$ cat config.mk
export PLATFORM = sky130hd
export DESIGN_NAME = scalar_sched
export DESIGN_NICKNAME = d
export VERILOG_FILES = /design/src/rtl/scalar_sched.sv
export SDC_FILE = /design/constraint.sdc
export NUM_CORES = 1
export LEC_CHECK = 0
export ABC_AREA = 0
export BUFFER_PORTS_ARGS = -buffer_cell sky130_fd_sc_hd__buf_4
export CAP_MARGIN = 20
export CELL_PAD_IN_SITES_DETAIL_PLACEMENT = 0
export CELL_PAD_IN_SITES_GLOBAL_PLACEMENT = 1
export CORE_MARGIN = 1
export CORE_UTILIZATION = 45
export CTS_CLUSTER_SIZE = 24
export DETAILED_ROUTE_END_ITERATION = 8
export GPL_ROUTABILITY_DRIVEN = 0
export PLACE_DENSITY = 0.91
export SYNTH_ARGS = -nofsm -noshare
export SYNTH_HDL_FRONTEND = slang
export SYNTH_SLANG_ARGS = --single-unit
$ cat constraint.sdc
create_clock -name clk -period 4.2 [get_ports clk]
set_input_delay 0.63 -clock clk [delete_from_list [all_inputs] [get_ports clk]]
set_output_delay 0.63 -clock clk [all_outputs]
set_load 0.03 [all_outputs]
$ cat src/rtl/scalar_sched.sv
// Shares one scalar gain unit across NUM_CH voices, issuing one channel per cycle and mixing the results.
// Optional build macro SCALAR_SCHED_SAT_EN: saturate mix_out instead of wrapping.
module scalar_sched #(
    parameter int NUM_CH     = 4,
    parameter int DATA_W     = 16,
    parameter int SCALAR_LAT = 2
) (
    input  logic                     clk,
    input  logic                     reset,
    input  logic                     sample_tick,
    input  logic [NUM_CH-1:0]        ch_en,
    input  logic [NUM_CH*DATA_W-1:0] ch_data,
    input  logic [NUM_CH*DATA_W-1:0] ch_scalar,
    input  logic [NUM_CH*5-1:0]      ch_shift,
    output logic [DATA_W-1:0]        sc_data_in,
    output logic [DATA_W-1:0]        sc_scalar,
    output logic [4:0]               sc_shift,
    input  logic [DATA_W-1:0]        sc_data_out,
    output logic [DATA_W-1:0]        mix_out,
    output logic                     mix_valid,
    output logic                     busy,
    output logic                     overrun
);

    localparam int ACC_W = DATA_W + $clog2(NUM_CH) + 1;
    localparam int IDX_W = (NUM_CH > 1) ? $clog2(NUM_CH) : 1;

    typedef enum logic [1:0] {IDLE, ISSUE, DRAIN, DONE} state_t;

    state_t              state;
    logic [IDX_W-1:0]    idx;
    logic [IDX_W-1:0]    nidx;
    logic                snap_en     [NUM_CH];
    logic [DATA_W-1:0]   snap_data   [NUM_CH];
    logic [DATA_W-1:0]   snap_scalar [NUM_CH];
    logic [4:0]          snap_shift  [NUM_CH];
    logic                sc_valid;
    logic [SCALAR_LAT-1:0] tag;
    logic [ACC_W-1:0]    acc;
    logic [ACC_W-1:0]    acc_sum;
    logic [DATA_W-1:0]   mix_next;
    logic                tags_behind;
    logic                last_consume;

    // sc_valid marks operands currently on the bus; the tag chain then tracks them until the result returns
    always_comb begin
        nidx        = idx + 1'b1;
        acc_sum     = acc + {{(ACC_W-DATA_W){1'b0}}, sc_data_out};
        tags_behind = sc_valid;
        for (int j = 0; j < SCALAR_LAT - 1; j++) begin
            tags_behind = tags_behind | tag[j];
        end
        last_consume = (state == DRAIN) && tag[SCALAR_LAT-1] && !tags_behind;
        mix_next     = acc_sum[DATA_W-1:0];
`ifdef SCALAR_SCHED_SAT_EN
        if (|acc_sum[ACC_W-1:DATA_W]) begin
            mix_next = '1;
        end
`endif
    end

    always_ff @(posedge clk or negedge reset) begin
        if (!reset) begin
            state      <= IDLE;
            idx        <= '0;
            sc_valid   <= 1'b0;
            tag        <= '0;
            acc        <= '0;
            sc_data_in <= '0;
            sc_scalar  <= '0;
            sc_shift   <= '0;
            mix_out    <= '0;
            mix_valid  <= 1'b0;
            busy       <= 1'b0;
            overrun    <= 1'b0;
            for (int i = 0; i < NUM_CH; i++) begin
                snap_en[i]     <= 1'b0;
                snap_data[i]   <= '0;
                snap_scalar[i] <= '0;
                snap_shift[i]  <= '0;
            end
        end else begin
            mix_valid <= 1'b0;
            tag[0]    <= sc_valid;
            for (int j = 1; j < SCALAR_LAT; j++) begin
                tag[j] <= tag[j-1];
            end
            if (tag[SCALAR_LAT-1]) begin
                acc <= acc_sum;
            end
            if (sample_tick && state != IDLE) begin
                overrun <= 1'b1;
            end

            case (state)
                IDLE: begin
                    if (sample_tick) begin
                        for (int i = 0; i < NUM_CH; i++) begin
                            snap_en[i]     <= ch_en[i];
                            snap_data[i]   <= ch_data[i*DATA_W +: DATA_W];
                            snap_scalar[i] <= ch_scalar[i*DATA_W +: DATA_W];
                            snap_shift[i]  <= ch_shift[i*5 +: 5];
                        end
                        // Channel 0 goes straight from the inputs so it is on the bus the cycle after the tick
                        sc_data_in <= ch_en[0] ? ch_data[DATA_W-1:0]   : '0;
                        sc_scalar  <= ch_en[0] ? ch_scalar[DATA_W-1:0] : '0;
                        sc_shift   <= ch_en[0] ? ch_shift[4:0]         : '0;
                        sc_valid   <= 1'b1;
                        acc        <= '0;
                        idx        <= '0;
                        busy       <= 1'b1;
                        state      <= ISSUE;
                    end
                end
                ISSUE: begin
                    if (idx == IDX_W'(NUM_CH - 1)) begin
                        sc_data_in <= '0;
                        sc_scalar  <= '0;
                        sc_shift   <= '0;
                        sc_valid   <= 1'b0;
                        state      <= DRAIN;
                    end else begin
                        sc_data_in <= snap_en[nidx] ? snap_data[nidx]   : '0;
                        sc_scalar  <= snap_en[nidx] ? snap_scalar[nidx] : '0;
                        sc_shift   <= snap_en[nidx] ? snap_shift[nidx]  : '0;
                        idx        <= nidx;
                    end
                end
                DRAIN: begin
                    // The final product is folded into mix_out on the same edge it is consumed
                    if (last_consume) begin
                        mix_out   <= mix_next;
                        mix_valid <= 1'b1;
                        state     <= DONE;
                    end
                end
                DONE: begin
                    busy  <= 1'b0;
                    state <= IDLE;
                end
                default: state <= IDLE;
            endcase
        end
    end

endmodule

==> impl_results.md <==
* Cell with the most instances after synthesis: nand2_1
* Die height at between 150 and 200 µm
* Final HPWL DP at 17.56 mm
* # diodes at 0
* Period minus WS final at approximately 2.8 ns
* Post-synth EDFFs at 0
* Fin crit share at 67.05%
* CP max FO at a little over 100
* Max-Cap Viols at 0
* Detailed-route via count at around 8.5k
* Post-Route WL at roughly 27 mm
* # Post-CTS Setup Buffers at 0
* Setup_tns at 0 ns
* Cts bufs inserted at 25
* Initial antenna violation count at 0
* Top FF cell, synth: dfrtp_1
* Synth async-reset ratio at 100.0%
* DRT Pass-1 Iters at 6
* Switching pwr at between 0.004 and 0.005 W
* Hold Fails Final Rpt at 0
* Achievable Freq at between 0.3 and 0.4 GHz
* Clock tree buffer depth at 3
* Slew @ Worst Pin at roughly 1.1 ns
* Layout cells sized above 1 at about 26%
* Drt drc at 0
* Routed WL per cell at approximately 17 µm
* Clock sinks at roughly 230
* Die Area at between 0.02 and 0.025 mm²
* H-tree levels at 1
* Vias in the first global route at around 8.6k
* Worst VDD drop at roughly 0.43 mV
* YS warnings at 0
* Detail Route Antenna Nets at 0
* CTS tree: done
* Cell area power density at roughly 790 mW/mm²
* Syn_nets at between 1k and 1.5k
* Post-Syn Instances at around 1.1k
* Switch share at 39.55%
* Grt total ovfl at 0
* Hold Path Class: input pin to async pin
* Largest cells by area after synthesis: dfrtp_1 (54%), nand2_1 (18%), mux4_2 (7.9%)
* Worst Setup Start Kind: flip-flop
* Synth cell types at 57
* Crit. End Element: flip-flop
* Synthesized cell area at around 0.011 mm²
* Clock latency at the later pin of the worst-skew pair at between 0.5 and 0.6 ns
* Final WS setup at around 1.4 ns
* Logic pwr share at between 40% and 50%
* CTS Hold Bufs at 0
* Synth Area per Inst at approximately 9.6 µm²
* Total I/O pin count at 227
* Top cells by count, synth: nand2_1 (522), dfrtp_1 (231), clkbuf_1 (48), o21ai_1 (41), mux4_2 (38)
* # nets final at around 1.5k
* Reg clk slew, reported paths at roughly 0.060 ns
* RSZ-0062 raised after global routing: false
* Clock share of power at 20.7%
* Slew headroom at between 20% and 30%
* DR iter-0 viols at 438
* Root Buffer: clkbuf_16
* Register area share after synthesis at a little over half
* Final setup vio count at 0
* IO Port Bufs at around 230
* Area growth syn-to-layout at 25.60%
* Critical path type: flip-flop to flip-flop
* Drt via density at about 5.2
* Post_cts resized at 0
* Pleak at about 6.8 nW
* Data arrival, critical path at roughly 3.3 ns
* Initial core utilization at a little under half
* CP required at between 4 and 5 ns
* Area of the core at 0.02347 mm²
* Seq pwr share at between 30% and 40%
* Seq cells post-synth at between 200 and 250
* Max-slew violations at 0
* Total GRT Usage at 23.04%
* First-pass GRT wire length at approximately 44 mm
* Share of Yosys cell area claimed by the top area cell type at a little over half
* Rows at 56
* Status: finished clean
* Post-Place Worst Slack at roughly 1.4 ns
* Die W at 156.7 µm
* Synth area leader: dfrtp_1
* Pin count of the biggest net entering global routing at 136
* Max Clock Skew at 0.02421 ns
* Int Power at roughly 0.0065 W
registers in the layout, indices dropped and copies added (netlist names), 2 cells and up:
name,flops
snap_en,4
acc,16
sc_shift,5
tag,2
mix_out,16
idx,2
sc_data_in,16
snap_scalar,64
sc_scalar,16
state,2
snap_data,64
snap_shift,20
placed cells by master, fill, tap and decap left out, types with 5 or more instances in the layout:
| cell type | n |
|---|---|
| a21oi_1 | 12 |
| o21ai_0 | 22 |
| nor2_1 | 20 |
| clkbuf_16 | 25 |
| a32oi_1 | 37 |
| mux2_2 | 6 |
| clkbuf_1 | 5 |
| mux4_2 | 38 |
| clkinv_2 | 5 |
| inv_1 | 13 |
| mux2i_1 | 10 |
| ha_1 | 19 |
| nand2_1 | 521 |
| dfrtp_1 | 230 |
| o21ai_1 | 41 |
| xnor2_1 | 9 |
| clkbuf_8 | 6 |
| buf_4 | 234 |
| xor2_1 | 5 |
final cells by class:
type,instances,area [µm²]
sequential,231,5784
clock inverter,9,101.3
multi-input combinational,802,4652
inverter,14,52.55
clock buffer,36,726.9
timing repair buffer,237,1812
tap,319,399.1
fill,2082,9945
worst max-delay path: stages (launching register included):
cell and delay, ns:
dfrtp_1 0.41, inv_1 0.10, ha_1 0.33, and2_4 0.65
buf_4 0.90, nand2_1 0.14, nand2_1 0.10
layer usage:
metal,global-route usage [%],share of wire [%]
met1,31.65,44
met2,37.35,47
met3,5.400,7.0
met4,4.575,1.6
met5,0,0
worst paths after layout:
check                                              endpoint  slack (ns)  cells after the start                 start
worst max register to register   snap_shift[18]$_DFFE_PN0P_        1.38                      6  state[0]$_DFFE_PN0P_
worst min-delay path              snap_shift[3]$_DFFE_PN0P_        0.17                      1                 reset
max in group asynchronous       snap_scalar[42]$_DFFE_PN0P_        3.01                      2                 reset
worst min register to register             tag[1]$_DFF_PN0_        0.38                      0      tag[0]$_DFF_PN0_
min in group clk                snap_scalar[18]$_DFFE_PN0P_        0.29                      3         ch_scalar[34]
worst max-delay path             snap_shift[18]$_DFFE_PN0P_        1.38                      6  state[0]$_DFFE_PN0P_
power groups by stage:
stage | logic, W | clock network, W | registers (W)
floorplan | 0.00326 | 0 | 0.00393
global placement | 0.00465 | 0 | 0.00378
detailed placement | 0.00475 | 0 | 0.00382
CTS | 0.00477 | 0.00226 | 0.00379
global route | 0.00523 | 0.00235 | 0.00391
finish | 0.00470 | 0.00221 | 0.00379
logic make-up after synthesis:
| group | count (synthesis) | synth area share (%) |
|---|---|---|
| compound gates | 142 | 9.085 |
| xor+xnor | 14 | 1.138 |
| fa+ha+maj | 21 | 2.509 |
| buf+inv | 88 | 3.497 |
| flops | 231 | 53.67 |
| mux | 54 | 9.503 |
| simple gates | 571 | 20.60 |
per-stage QoR:
stage	instance area [µm²]	util (%)	total power [W]	hold WS, ns	cells
after global routing	13530	57.63	0.01149	0.2830	1648
final	13530	57.63	0.01070	0.1677	1648
after CTS	13530	57.63	0.01082	0.2706	1648
after detailed placement	12700	54.10	0.008567	0.3624	1603
after global placement	12700	54.10	0.008435	0.3579	1603
after floorplan	10770	-	0.007182	0.3344	1121
Power figures use the tool's default switching activity.
